--- src/rtl/apb_rr_master.sv ---
// apb_rr_master: round-robin APB master sharing one APB slave between NUM_REQ requesters.
// Arbitrates among pending requests, runs the APB SETUP/ACCESS sequence and returns read
// data, or a timeout error when the slave holds pready low for TIMEOUT_CYC ACCESS cycles.
//
// Ports
//   pclk_i, prst_n         clock (rising edge), synchronous active-low reset
//   req_valid_i            per-requester request, held until its rsp_valid_o pulse
//   req_write_i            per-requester direction (1 = write)
//   req_addr_i/wdata_i     packed per-requester address / write data
//   rsp_valid_o            one-hot completion pulse (combinational)
//   rsp_err_o              timeout abort flag, qualifies rsp_valid_o
//   rsp_rdata_o            read data on successful reads, else 0
//   busy_o                 high in SETUP or ACCESS
//   grant_id_o             current or last grantee
//   psel_o..pwdata_o       registered APB controls toward the slave
//   prdata_i, pready_i     APB response from the slave
module apb_rr_master #(
  parameter int unsigned NUM_REQ     = 4,
  parameter int unsigned ADDR_W      = 8,
  parameter int unsigned DATA_W      = 32,
  parameter int unsigned TIMEOUT_CYC = 16
) (
  input  logic                       pclk_i,
  input  logic                       prst_n,
  input  logic [NUM_REQ-1:0]         req_valid_i,
  input  logic [NUM_REQ-1:0]         req_write_i,
  input  logic [NUM_REQ*ADDR_W-1:0]  req_addr_i,
  input  logic [NUM_REQ*DATA_W-1:0]  req_wdata_i,
  output logic [NUM_REQ-1:0]         rsp_valid_o,
  output logic                       rsp_err_o,
  output logic [DATA_W-1:0]          rsp_rdata_o,
  output logic                       busy_o,
  output logic [$clog2(NUM_REQ)-1:0] grant_id_o,
  output logic                       psel_o,
  output logic                       penable_o,
  output logic                       pwrite_o,
  output logic [ADDR_W-1:0]          paddr_o,
  output logic [DATA_W-1:0]          pwdata_o,
  input  logic [DATA_W-1:0]          prdata_i,
  input  logic                       pready_i
);

  localparam int unsigned IdW  = $clog2(NUM_REQ);
  localparam int unsigned CntW = $clog2(TIMEOUT_CYC);

  typedef enum logic [1:0] {StIdle, StSetup, StAccess} state_e;

  state_e             state_q, state_d;
  logic               psel_q, psel_d;
  logic               penable_q, penable_d;
  logic               pwrite_q, pwrite_d;
  logic [ADDR_W-1:0]  paddr_q, paddr_d;
  logic [DATA_W-1:0]  pwdata_q, pwdata_d;
  logic [CntW-1:0]    cnt_q, cnt_d;
  logic [IdW-1:0]     last_q, last_d;
  logic [IdW-1:0]     grant_id_q, grant_id_d;

  logic [IdW-1:0]     pick;
  logic [IdW:0]       idx;
  logic               sel_write;
  logic [ADDR_W-1:0]  sel_addr;
  logic [DATA_W-1:0]  sel_wdata;
  logic               done;

  // Round-robin pick: scanning from the far end downwards lets the nearest valid index after
  // last_q win without an early exit from the loop.
  always_comb begin
    pick = last_q;
    idx  = '0;
    for (int i = NUM_REQ; i >= 1; i--) begin
      idx = {1'b0, last_q} + (IdW+1)'(i);
      if (idx >= (IdW+1)'(NUM_REQ)) idx = idx - (IdW+1)'(NUM_REQ);
      if (req_valid_i[idx[IdW-1:0]]) pick = idx[IdW-1:0];
    end
  end

  always_comb begin
    sel_write = 1'b0;
    sel_addr  = '0;
    sel_wdata = '0;
    for (int k = 0; k < NUM_REQ; k++) begin
      if (pick == IdW'(k)) begin
        sel_write = req_write_i[k];
        sel_addr  = req_addr_i[k*ADDR_W +: ADDR_W];
        sel_wdata = req_wdata_i[k*DATA_W +: DATA_W];
      end
    end
  end

  // pready wins over a coinciding timeout; rsp_err_o below is derived from pready alone.
  assign done = (state_q == StAccess) && (pready_i || (cnt_q == CntW'(TIMEOUT_CYC - 1)));

  // State register
  always_ff @(posedge pclk_i) begin
    if (!prst_n) begin
      state_q    <= StIdle;
      psel_q     <= 1'b0;
      penable_q  <= 1'b0;
      pwrite_q   <= 1'b0;
      paddr_q    <= '0;
      pwdata_q   <= '0;
      cnt_q      <= '0;
      last_q     <= IdW'(NUM_REQ - 1);
      grant_id_q <= '0;
    end else begin
      state_q    <= state_d;
      psel_q     <= psel_d;
      penable_q  <= penable_d;
      pwrite_q   <= pwrite_d;
      paddr_q    <= paddr_d;
      pwdata_q   <= pwdata_d;
      cnt_q      <= cnt_d;
      last_q     <= last_d;
      grant_id_q <= grant_id_d;
    end
  end

  // Next-state logic
  always_comb begin
    state_d    = state_q;
    psel_d     = psel_q;
    penable_d  = penable_q;
    pwrite_d   = pwrite_q;
    paddr_d    = paddr_q;
    pwdata_d   = pwdata_q;
    cnt_d      = cnt_q;
    last_d     = last_q;
    grant_id_d = grant_id_q;
    unique case (state_q)
      StIdle: begin
        if (|req_valid_i) begin
          last_d     = pick;
          grant_id_d = pick;
          pwrite_d   = sel_write;
          paddr_d    = sel_addr;
          pwdata_d   = sel_wdata;
          psel_d     = 1'b1;
          penable_d  = 1'b0;
          state_d    = StSetup;
        end
      end
      StSetup: begin
        penable_d = 1'b1;
        cnt_d     = '0;
        state_d   = StAccess;
      end
      StAccess: begin
        if (done) begin
          psel_d    = 1'b0;
          penable_d = 1'b0;
          state_d   = StIdle;
        end else begin
          // Never passes TIMEOUT_CYC-1: done fires there first.
          cnt_d = cnt_q + CntW'(1);
        end
      end
      default: state_d = StIdle;
    endcase
  end

  // Outputs
  always_comb begin
    rsp_valid_o = '0;
    for (int k = 0; k < NUM_REQ; k++) begin
      rsp_valid_o[k] = done && (grant_id_q == IdW'(k));
    end
    rsp_err_o   = done && !pready_i;
    rsp_rdata_o = (done && pready_i && !pwrite_q) ? prdata_i : '0;
    busy_o      = (state_q != StIdle);
  end

  assign psel_o     = psel_q;
  assign penable_o  = penable_q;
  assign pwrite_o   = pwrite_q;
  assign paddr_o    = paddr_q;
  assign pwdata_o   = pwdata_q;
  assign grant_id_o = grant_id_q;

endmodule

--- config.mk ---
export PLATFORM = sky130hd
export DESIGN_NAME = apb_rr_master
export DESIGN_NICKNAME = d
export VERILOG_FILES = /design/src/rtl/apb_rr_master.sv
export SDC_FILE = /design/constraint.sdc
export NUM_CORES = 1
export LEC_CHECK = 0
export ABC_CLOCK_PERIOD_IN_PS = 3700
export BUFFER_PORTS_ARGS = -buffer_cell sky130_fd_sc_hd__clkbuf_2
export CAP_MARGIN = 20
export CORE_AREA = 3 3 111 113
export CTS_BUF_LIST = sky130_fd_sc_hd__clkbuf_2
export CTS_CLUSTER_DIAMETER = 30
export DETAILED_ROUTE_END_ITERATION = 7
export DIE_AREA = 0 0 114 116
export GPL_TIMING_DRIVEN = 0
export PLACE_DENSITY = 0.77
export SKIP_CTS_REPAIR_TIMING = 1
export SLEW_MARGIN = 20
export SYNTH_ARGS = -nofsm -noshare
export SYNTH_HDL_FRONTEND = slang
export SYNTH_SLANG_ARGS = --single-unit
export TNS_END_PERCENT = 30
--- constraint.sdc ---
create_clock -name pclk_i -period 3.7 [get_ports pclk_i]
set_input_delay 0.37 -clock pclk_i [delete_from_list [all_inputs] [get_ports pclk_i]]
set_output_delay 0.37 -clock pclk_i [all_outputs]
set_load 0.01 [all_outputs]
==> results of run 1 <==
[worst paths after layout]
check	depth (start not counted)	to	start	slack, ns
setup / recovery	5	rsp_rdata_o[14]	state_q[0]$_SDFFE_PN0P_	1.13
hold / removal	3	paddr_o[6]$_SDFFE_PN0P_	req_addr_i[22]	0.1
setup reg to reg	7	pwdata_o[26]$_SDFFE_PN0P_	last_q[0]$_SDFFE_PN1P_	1.56
hold reg to reg	2	penable_o$_SDFFE_PN0P_	penable_o$_SDFFE_PN0P_	0.46
[synthesized netlist by cell type (2+ instances only)]
library cell and n:
dfxtp_1 53, nand2_1 47, and3_1 46, o21ai_1 37
and2_1 34, o221ai_1 29, a211oi_2 24, a211oi_1 21
buf_2 13, clkbuf_1 12, nor2_1 8, o221ai_2 8
buf_6 7, nand3_1 7, nand2b_1 5, o31ai_1 5
buf_4 4, nor2b_1 4, o21ai_0 4, a21oi_1 3
nor3_1 3, a21boi_0 2, a21oi_2 2, a31oi_1 2
inv_1 2, nor3b_1 2, xor2_1 2
[power by group through the flow]
stage	sequential [mW]	clock (mW)	combinational, mW
2_1_floorplan	0.782	0	0.489
3_3_place_gp	0.742	0	0.893
3_5_place_dp	0.747	0	0.904
4_1_cts	0.736	0.350	0.907
5_1_grt	0.747	0.371	0.978
6_report	0.734	0.339	0.895
[metrics by stage]
| stage | std cells | util (%) | power, mW | cell area, µm² | worst slack [ns] |
|---|---|---|---|---|---|
| CTS | 840 | 44.8 | 1.99 | 5120 | 1.04 |
| floorplan | 404 | - | 1.27 | 3440 | 2.05 |
| detailed placement | 832 | 44.2 | 1.65 | 5040 | 1.41 |
| global placement | 832 | 44.2 | 1.64 | 5040 | 1.42 |
| finish | 840 | 44.8 | 1.97 | 5120 | 1.13 |
| global route | 840 | 44.8 | 2.10 | 5120 | 0.853 |
[layout make-up]
class / count / area, µm² / area share (%)
clock buffers: 5 / 25.0 / 0.489
clock inverters: 3 / 47.5 / 0.929
plain buffers: 37 / 239 / 4.67
flip-flops and latches: 53 / 1060 / 20.7
well taps: 143 / 179 / 3.50
inverters: 3 / 11.3 / 0.220
multi-input cells: 311 / 2130 / 41.6
repair buffers: 285 / 1430 / 27.9
[cells by family after synthesis]
kind of cell | count (synthesis)
XOR/XNOR | 2
AND/OR/NAND/NOR | 164
AO/OA/AOI/OAI | 143
adder cells (fa/ha/maj) | 1
buffers and inverters | 40
multiplexers | 1
flip-flops | 53
[flip-flops by register name, indices dropped and copies added (netlist names)]
signal,count
grant_id_o,2
pwrite_o,1
cnt_q,4
paddr_o,8
penable_o,1
psel_o,1
state_q,2
last_q,2
pwdata_o,32
[per-layer routing]
metal / share of wire (%) / routed length (µm) / up-vias
met1: 38 / 5570 / 1906
met2: 50 / 7240 / 203
met5: 0 / 0 / -
met3: 9.4 / 1370 / 27
met4: 2.3 / 335 / 0
li1: - / - / 2109
[critical path, cell delays in order (launching register included)]
cell and delay (ns):
dfxtp_1 0.41, nand2b_1 0.19, nor3b_1 0.47, clkbuf_1 0.30, and2_1 0.19, clkbuf_2 0.15
==> flow_summary_export.csv, run 1 <==
group,metric,value,unit
cells_and_area,most-common-layout-cells,"clkbuf_2 (290), dfxtp_1 (53), nand2_1 (47), and3_1 (46), o21ai_1 (37)",
place,port-buffer-count,285,
clock_tree,clock_tree_from_tritoncts,"yes",
cells_and_area,fillerInstances,1189,
logic_synthesis,synth-adder-area-share,0.364,%
power_and_ir_drop,power_per_cell_area,385,nW/µm²
global_routing,grt-busiest-layer,"met2",
timing,final_min_period_over_clock_period,69.4,%
routing,drtAntennaViolNets,0,
worst_setup_path,crit_arrival,2.20,ns
logic_synthesis,synthMuxAreaShare,0.291,%
timing,timing_worst_slew_pin_value,0.595,ns
logic_synthesis,postSynthRegisterBits,53,
logic_synthesis,syn_inst,404,
routing,drc_errors,0,
routing,routed_via_count_divided_by_cell_count,5.05,
global_routing,grt_pass1_wl,20800,µm
die,rows,39,
logic_synthesis,synth-compound-area-share,34.6,%
routing,dr.pass1.iters,4,
logic_synthesis,post_synth_xor_area_fraction,0.509,%
logic_synthesis,synth_cell_type_count,45,
logic_synthesis,synth_largest_type_area_fraction,30.9,%
timing,final.setup.tns,0,ns
clock_tree,root_buffer_selected_by_cts,"clkbuf_2",
timing,max-slew-margin-rel,60.3,%
global_routing,met2_usage,37.7,%
global_routing,first_global_vias,4118,
timing,fin_skew,0.0373,ns
routing,drt_first_iter_violations,110,
power_and_ir_drop,power_leakage,2.54,nW
worst_setup_path,worstSetupPathType,"reg -> out",
logic_synthesis,synth-main-ff-cell,"dfxtp_1",
cells_and_area,finalNetCount,900,
place,hpwl,11900,µm
global_routing,globalRouteMet1Util,21.8,%
clock_tree,insertion_delay,0.50,ns
die,initial_core_util,30.1,%
timing,timing.hold.ws,0.0972,ns
cells_and_area,area_growth_syn_to_layout,48.8,%
logic_synthesis,synth_warnings,0,
timing,report.final.slew_viol_count,0,
global_routing,grt_antenna_before_repair,0,
logic_synthesis,async_set_or_reset_flop_fraction_in_the_synthesized_netlist,0,%
run_status,status,"complete, no violations",
worst_setup_path,timing.critical_path.fanout_max,10,
logic_synthesis,number_of_enable_flip_flop_cells_after_synthesis,0,
timing,timing.final.setup_violations,0,
power_and_ir_drop,seqPwrFrac,37.3,%
global_routing,global_route.usage.met3,6.06,%
logic_synthesis,largest_family_of_logic_cells_by_synthesized_area,"compound AO/OA/AOI/OAI gates",
logic_synthesis,synth_sequential_area_ratio,30.9,%
logic_synthesis,synth_simple_gate_area_share,26.1,%
power_and_ir_drop,power_frac_clock,17.2,%
clock_tree,numCtsBuffers,5,
global_routing,grt_overflow,0,
global_routing,maximum_number_of_pins_on_one_net_before_global_route_repair,19,
routing,num_vias,4245,
die,design.portCount,286,
timing,rsz_0062_raised_after_global_routing,"false",
logic_synthesis,synth_nets,608,
routing,routed_wire_length_per_instance,17.3,µm
die,die_width,114,µm
cells_and_area,post_route_cells_drive_above_1_share,51.8,%
power_and_ir_drop,intPower,1.18,mW
cells_and_area,layout_commonest_cell,"clkbuf_2",
logic_synthesis,yosysTopAreaCell,"dfxtp_1",
logic_synthesis,synthTopCellsByArea,"dfxtp_1 (31%), a211oi_2 (8.7%), and3_1 (8.4%)",
routing,routed_wl,14500,µm
global_routing,track_usage,20.3,%
power_and_ir_drop,peakVddDrop,0.000215,V
worst_setup_path,startpoint_type_of_the_worst_setup_path,"register",
clock_tree,max-clock-path-buffers,2,
run,maxCapViolCount,0,
die,floorplan.die_area,13200,µm²
timing,fin_hold_viols,0,
timing,period_needed,2.57,ns
clock_tree,cts_sinks,53,
die,die_extent_in_y,116,µm
worst_hold_path,min_path_type,"in -> reg",
power_and_ir_drop,switching_power,788,µW
worst_setup_path,critical_path_required,3.33,ns
clock_tree,cts_htree_levels,2,
timing,timing.fmax,389,MHz
logic_synthesis,syn_area_per_cell,8.51,µm²
power_and_ir_drop,combinational_cell_fraction_of_total_power,45.5,%
worst_setup_path,critPathCaptureType,"output pin",
cells_and_area,antenna_cells_inserted,0,
logic_synthesis,mappedNetlistArea,3440,µm²
power_and_ir_drop,power.switching_fraction,40.0,%
clock_tree,clock_pin_slew_on_the_worst_setup_and_hold_paths,0.33,ns
die,coreArea,11400,µm²
place,place.gp.congestion,0.840,
(Power assumes the default switching activity.)
==> run 2, diff against run 1 <==
- ABC_AREA: not set -> 1
- ABC_CLOCK_PERIOD_IN_PS: 3700 -> 2200
- CORE_AREA: 3 3 111 113 -> 3 3 109 111
- DIE_AREA: 0 0 114 116 -> 0 0 112 114
- PLACE_DENSITY: 0.77 -> 0.86
- clock period: 3.7 -> 2.2 ns (I/O delays scaled with it)
==> run 2 against run 1 <==
Via count is 27% higher. Die area is 3.4% lower. Combinational power grew to 5.5 times the previous value. Core utilization is 7.0 points higher. Synthesized area is 14% higher. First-iteration DRC count grew to 3.5 times the previous value. Worst setup slack worse by 1.0 ns. Hold slack worse by 0.071 ns. Synthesized cell count is 63% higher. Total power grew to 3.5 times the previous value. Critical path depth is 9 higher.
==> flow_summary_export.csv, run 2 <==
group,metric,value,unit
clock_tree,max-clock-path-buffers,2,
power_and_ir_drop,peakVddDrop,0.000851,V
cells_and_area,fin_area,5650,µm²
die,die_width,112,µm
run,maxCapViolCount,0,
logic_synthesis,synth_cell_type_count,29,
worst_setup_path,critical_path_required,2.60,ns
logic_synthesis,yosysTopAreaCell,"dfxtp_1",
run_status,status,"complete, no violations",
logic_synthesis,synth_nets,861,
routing,num_vias,5376,
place,hpwl,13600,µm
clock_tree,clock_pin_slew_on_the_worst_setup_and_hold_paths,0.29,ns
place,dpl.cell_count,1082,
routing,drt_first_iter_violations,382,
timing,fin_hold_viols,0,
global_routing,grt_pass1_wl,24900,µm
logic_synthesis,synth-main-ff-cell,"dfxtp_1",
die,coreArea,10900,µm²
routing,dr.pass1.iters,5,
timing,timing.hold.ws,0.0262,ns
logic_synthesis,ys_top_cells_by_count,"nand2_1 (139), inv_1 (101), nor2_1 (75), nand3_1 (68), dfxtp_1 (53)",
place,port-buffer-count,285,
cells_and_area,fillerInstances,1092,
place,placed_area,5510,µm²
global_routing,grt_overflow,0,
worst_setup_path,startpoint_type_of_the_worst_setup_path,"register",
cells_and_area,largest_register_ff_count,32,
timing,max-slew-margin-rel,63.6,%
clock_tree,insertion_delay,0.46,ns
logic_synthesis,syn_area_per_cell,5.96,µm²
logic_synthesis,synth_largest_type_area_fraction,27.1,%
timing,report.final.slew_viol_count,0,
routing,routed_via_count_divided_by_cell_count,4.91,
die,rows,38,
die,floorplan.die_area,12800,µm²
timing,timing.final.setup_violations,0,
global_routing,first_global_vias,4963,
cells_and_area,layout_commonest_cell,"clkbuf_2",
die,die_extent_in_y,114,µm
routing,drtAntennaViolNets,0,
worst_setup_path,cp.depth,14,
routing,drc_errors,0,
worst_setup_path,timing.reg2reg.worst_path_depth,14,
timing,rsz_0062_raised_after_global_routing,"true",
timing,final.setup.tns,0,ns
logic_synthesis,async_set_or_reset_flop_fraction_in_the_synthesized_netlist,0,%
worst_setup_path,timing.critical_path.fanout_max,10,
worst_setup_path,critical-path-max-stage-delay,0.44,ns
logic_synthesis,number_of_enable_flip_flop_cells_after_synthesis,0,
timing,period_needed,2.08,ns
worst_setup_path,critical-path-top-delay-family,"buffers and inverters",
routing,routed_wire_length_per_instance,15.2,µm
timing,final_min_period_over_clock_period,94.6,%
worst_setup_path,cpMostUsedCell,"nand2_1",
routing,routed_wl,16600,µm
place,place.gp.congestion,0.965,
worst_setup_path,crit_arrival,2.48,ns
cells_and_area,post_route_cells_drive_above_1_share,37.8,%
clock_tree,clock_tree_from_tritoncts,"yes",
die,design.portCount,286,
power_and_ir_drop,power_leakage,3.34,nW
power_and_ir_drop,p_total,6.97,mW
logic_synthesis,mappedNetlistArea,3910,µm²
die,initial_core_util,35.9,%
worst_hold_path,worst_hold_startpoint,"req_wdata_i[112]",
logic_synthesis,synthTopCellsByArea,"dfxtp_1 (27%), nand2_1 (13%), inv_1 (9.7%)",
worst_setup_path,cp_num_buf_inv,4,
worst_hold_path,min_path_type,"in -> reg",
global_routing,grt_antenna_before_repair,0,
timing,timing_worst_slew_pin_value,0.547,ns
cells_and_area,finalNetCount,1158,
worst_setup_path,r2r_end,"paddr_o[2]$_SDFFE_PN0P_",
logic_synthesis,post-synth-top-count-cell,"nand2_1",
clock_tree,cts_htree_levels,2,
worst_hold_path,min_path_cells,3,
worst_setup_path,critical-path-slowest-cell,"clkbuf_1",
worst_setup_path,critPathCaptureType,"register",
global_routing,track_usage,24.4,%
cells_and_area,antenna_cells_inserted,0,
logic_synthesis,synth_sequential_area_ratio,27.1,%
worst_setup_path,worstSetupPathType,"reg -> reg",
timing,worst_slack,0.120,ns
logic_synthesis,synth_warnings,0,
worst_setup_path,regToRegSetupSlack,0.12,ns
worst_setup_path,list_of_cells_traversed_by_the_critical_path,"buf_6, inv_4, nand2_2, nand2_1, nand2_1, nand2_1, inv_2, nand3_4, clkbuf_1, o211ai_1, nand3_1, nand2_1, nand2_1, nand2_1",
cells_and_area,final-instance-count-excl-fill,1095,
clock_tree,numCtsBuffers,5,
clock_tree,cts_sinks,53,
global_routing,maximum_number_of_pins_on_one_net_before_global_route_repair,16,
cells_and_area,most-common-layout-cells,"clkbuf_2 (294), nand2_1 (139), inv_1 (101), nor2_1 (72), nand3_1 (68)",
timing,timing.fmax,481,MHz
clock_tree,root_buffer_selected_by_cts,"clkbuf_2",
place,post-place-ws,0.0739,ns
logic_synthesis,postSynthRegisterBits,53,
cells_and_area,fin_util,51.9,%
timing,fin_skew,0.0308,ns
cells_and_area,area_growth_syn_to_layout,44.3,%
worst_hold_path,hold-path-endpoint,"pwdata_o[16]$_SDFFE_PN0P_",
worst_setup_path,rr_startpoint,"last_q[0]$_SDFFE_PN1P_",
power_and_ir_drop,power_per_cell_area,1240,nW/µm²
logic_synthesis,syn_inst,657,
run 2: cell types whose count changed in the layout (fill, tap and decap cells not counted), sizes merged, moves of 30 or more:
cell    change
a21oi      +32
o221ai     -37
nand2      +97
a211oi     -44
and3       -44
nor2       +66
inv       +101
o21ai      +30
and2       -34
nand3      +63
nand4      +33
run 2: worst max path at each step:
stage,start,endpoint,slack (ns)
floorplan,last_q[0]$_SDFFE_PN1P_,pwdata_o[29]$_SDFFE_PN0P_,0.54
global placement,req_valid_i[1],grant_id_o[1]$_SDFFE_PN0P_,0.05
detailed placement,req_valid_i[1],grant_id_o[1]$_SDFFE_PN0P_,0.07
CTS,state_q[1]$_SDFFE_PN0P_,rsp_rdata_o[8],-0.009
global route,last_q[0]$_SDFFE_PN1P_,pwdata_o[8]$_SDFFE_PN0P_,-0.05
finish,last_q[0]$_SDFFE_PN1P_,paddr_o[2]$_SDFFE_PN0P_,0.12
run 2: logic make-up (layout without fill, tap and decap cells):
family | Yosys count | after routing | synth area share [%]
AO/OA/AOI/OAI | 117 | 117 | 17.5
adder cells (fa/ha/maj) | 1 | 1 | 0.320
buffers and inverters | 152 | 450 | 17.2
flip-flops | 53 | 53 | 27.1
AND/OR/NAND/NOR | 334 | 334 | 37.9
run 2: area by class of cell:
type / count / area, µm² / share of cell area, %
clock inverter: 2 / 33.8 / 0.598
tap: 140 / 175 / 3.10
clock buffer: 6 / 30.0 / 0.532
buffer: 46 / 283 / 5.01
multi-input combinational: 452 / 2190 / 38.7
inverter: 106 / 400 / 7.09
timing repair buffer: 290 / 1480 / 26.2
sequential: 53 / 1060 / 18.8
run 2: tightest hold or removal path, cell delays in order:
cell and delay [ns]:
clkbuf_2 0.07, o21ai_0 0.07, o21ai_1 0.12
run 2: per-layer routing:
layer,GRT usage (%),vias up,share of wire [%]
li1,-,2698,-
met1,28.0,2342,38
met2,46.5,313,52
met3,4.83,23,8.8
met4,5.69,0,1.3
met5,0,-,0
run 2: where the power goes:
group          switching (mW)  internal, mW  leakage (nW)  total, mW
clock network           0.325         0.193        0.0406      0.518
logic                    3.14          1.77          2.87       4.91
registers               0.213          1.33         0.437       1.55
==> run 3, diff against run 2 <==
- CELL_PAD_IN_SITES_DETAIL_PLACEMENT: not set -> 1
- CELL_PAD_IN_SITES_GLOBAL_PLACEMENT: not set -> 2
- CORE_AREA: 3 3 109 111 -> not set
- CORE_MARGIN: not set -> 3
- CORE_UTILIZATION: not set -> 17
- DIE_AREA: 0 0 112 114 -> not set
- PLACE_DENSITY: 0.86 -> 0.9
==> run 3 against run 2 <==
Register-to-register slack worse by 0.02 ns. Clock-buffer cell count is the same. Sequential power about the same. First-iteration DRC count down 56%.
==> flow_summary_export.csv, run 3 (synthesized netlist as in run 2, its figures left out) <==
group,metric,value,unit
timing,max-slew-margin-rel,63.6,%
clock_tree,clock_pin_slew_on_the_worst_setup_and_hold_paths,0.37,ns
power_and_ir_drop,p_total,7.98,mW
routing,drt_first_iter_violations,169,
global_routing,first_global_vias,5355,
worst_setup_path,worstSetupPathType,"reg -> reg",
run,maxCapViolCount,0,
clock_tree,clock_tree_from_tritoncts,"yes",
die,design.portCount,286,
cells_and_area,most-common-layout-cells,"clkbuf_2 (299), nand2_1 (136), inv_1 (101), dlygate4sd3_1 (73), nor2_1 (69)",
cells_and_area,largest_register_ff_count,32,
worst_setup_path,critPathCaptureType,"register",
routing,drc_errors,0,
worst_setup_path,cp_num_buf_inv,6,
cells_and_area,area_growth_syn_to_layout,72.4,%
global_routing,track_usage,15.5,%
worst_setup_path,timing.critical_path.fanout_max,10,
clock_tree,numCtsBuffers,5,
clock_tree,cts_htree_levels,2,
worst_setup_path,critical-path-top-delay-family,"simple AND/OR/NAND/NOR gates",
place,port-buffer-count,285,
power_and_ir_drop,peakVddDrop,0.000468,V
timing,timing.fmax,477,MHz
cells_and_area,layout_commonest_cell,"clkbuf_2",
die,floorplan.die_area,24900,µm²
clock_tree,insertion_delay,0.54,ns
global_routing,grt_pass1_wl,29500,µm
timing,worst_slack,0.103,ns
place,post-place-ws,-0.229,ns
routing,routed_via_count_divided_by_cell_count,4.43,
timing,period_needed,2.10,ns
cells_and_area,post_route_cells_drive_above_1_share,38.1,%
run_status,status,"complete, no violations",
worst_setup_path,crit_arrival,2.60,ns
power_and_ir_drop,seqPwrFrac,19.6,%
worst_setup_path,cpMostUsedCell,"nand2_1",
power_and_ir_drop,combinational_cell_fraction_of_total_power,74.5,%
die,initial_core_util,17.6,%
die,die_extent_in_y,158,µm
cells_and_area,finalNetCount,1235,
place,place.gp.congestion,0.798,
clock_tree,max-clock-path-buffers,2,
die,coreArea,22200,µm²
timing,timing.final.setup_violations,0,
power_and_ir_drop,power.switching_fraction,53.8,%
timing,report.final.slew_viol_count,0,
power_and_ir_drop,power_leakage,3.75,nW
worst_setup_path,critical-path-max-stage-delay,0.40,ns
global_routing,grt_antenna_before_repair,2,
timing,fin_hold_viols,0,
cells_and_area,fin_area,6750,µm²
routing,routed_wl,22700,µm
timing,final_min_period_over_clock_period,95.3,%
worst_hold_path,min_path_type,"in -> reg",
place,placed_area,5690,µm²
die,rows,54,
routing,routed_wire_length_per_instance,17.3,µm
routing,drtAntennaViolNets,0,
power_and_ir_drop,power_frac_clock,6.0,%
worst_setup_path,critical-path-slowest-cell,"dfxtp_2",
worst_setup_path,critical_path_required,2.70,ns
routing,dr.pass1.iters,4,
global_routing,maximum_number_of_pins_on_one_net_before_global_route_repair,17,
clock_tree,cts_sinks,53,
power_and_ir_drop,intPower,3.69,mW
die,die_width,158,µm
place,hpwl,17000,µm
cells_and_area,fillerInstances,2947,
timing,timing_worst_slew_pin_value,0.546,ns
worst_setup_path,list_of_cells_traversed_by_the_critical_path,"buf_8, inv_6, nand2_1, nand3_1, nand2_1, inv_2, nand2_2, nand3_4, nand2_8, buf_12, buf_4, buf_6, nand3_1, nand2_1, nor2_1, o21ai_1",
clock_tree,root_buffer_selected_by_cts,"clkbuf_2",
routing,num_vias,5811,
power_and_ir_drop,switching_power,4.30,mW
power_and_ir_drop,power_per_cell_area,1180,nW/µm²
global_routing,grt_overflow,0,
worst_setup_path,startpoint_type_of_the_worst_setup_path,"register",
timing,fin_skew,0.0383,ns
## run 3: path summary, 6_finish.rpt
check,start,endpoint,slack [ns],cells after the start
setup reg to reg,last_q[0]$_SDFFE_PN1P_,pwdata_o[12]$_SDFFE_PN0P_,0.10,16
hold reg to reg,pwdata_o[30]$_SDFFE_PN0P_,pwdata_o[30]$_SDFFE_PN0P_,0.47,2
hold / removal,req_wdata_i[18],pwdata_o[18]$_SDFFE_PN0P_,0.009,5
setup / recovery,last_q[0]$_SDFFE_PN1P_,pwdata_o[12]$_SDFFE_PN0P_,0.10,16
## run 3: through the flow
step	hold WS [ns]	utilization [%]	TNS [ns]	instances
2_1_floorplan	0.363	-	0	657
4_1_cts	-0.106	25.8	-5.29	1230
3_3_place_gp	0.437	25.6	-2.85	1222
6_report	0.00936	30.4	0	1313
5_1_grt	-0.0101	30.4	-0.0397	1313
3_5_place_dp	0.447	25.6	-3.45	1222
## run 3: layer usage
metal | GRT usage, % | vias up | share of wire [%] | routed length, µm
met5 | 0 | - | 0.057 | 13
met4 | 3.43 | 2 | 1.4 | 317
met3 | 4.32 | 23 | 6.8 | 1550
met2 | 28.2 | 238 | 52 | 11800
met1 | 18.0 | 2689 | 40 | 8990
li1 | - | 2859 | - | -
## run 3: worst register-to-register path: cells and delay by family, from the launching register on
family	cells	cell delay, ns
AO/OA/AOI/OAI	1	0.07
flip-flops	1	0.40
buffers and inverters	6	0.70
AND/OR/NAND/NOR	9	0.93
## run 3: area by class of cell
class	instances	area, µm²	share of cell area [%]
timing repair buffer	368	2270	33.6
antenna	1	2.50	0.0371
multi-input combinational	452	2280	33.8
tap	280	350	5.19
buffer	45	338	5.01
clock buffer	6	30.0	0.445
sequential	53	1060	15.8
inverter	106	403	5.97
clock inverter	2	15.0	0.223
## run 3: power groups by stage
stage / combinational (mW) / sequential [mW] / clock, mW
global route: 6.56 / 1.61 / 0.540
detailed placement: 5.27 / 1.58 / 0
finish: 5.94 / 1.56 / 0.475
global placement: 5.20 / 1.57 / 0
floorplan: 3.12 / 1.71 / 0
CTS: 5.29 / 1.56 / 0.505
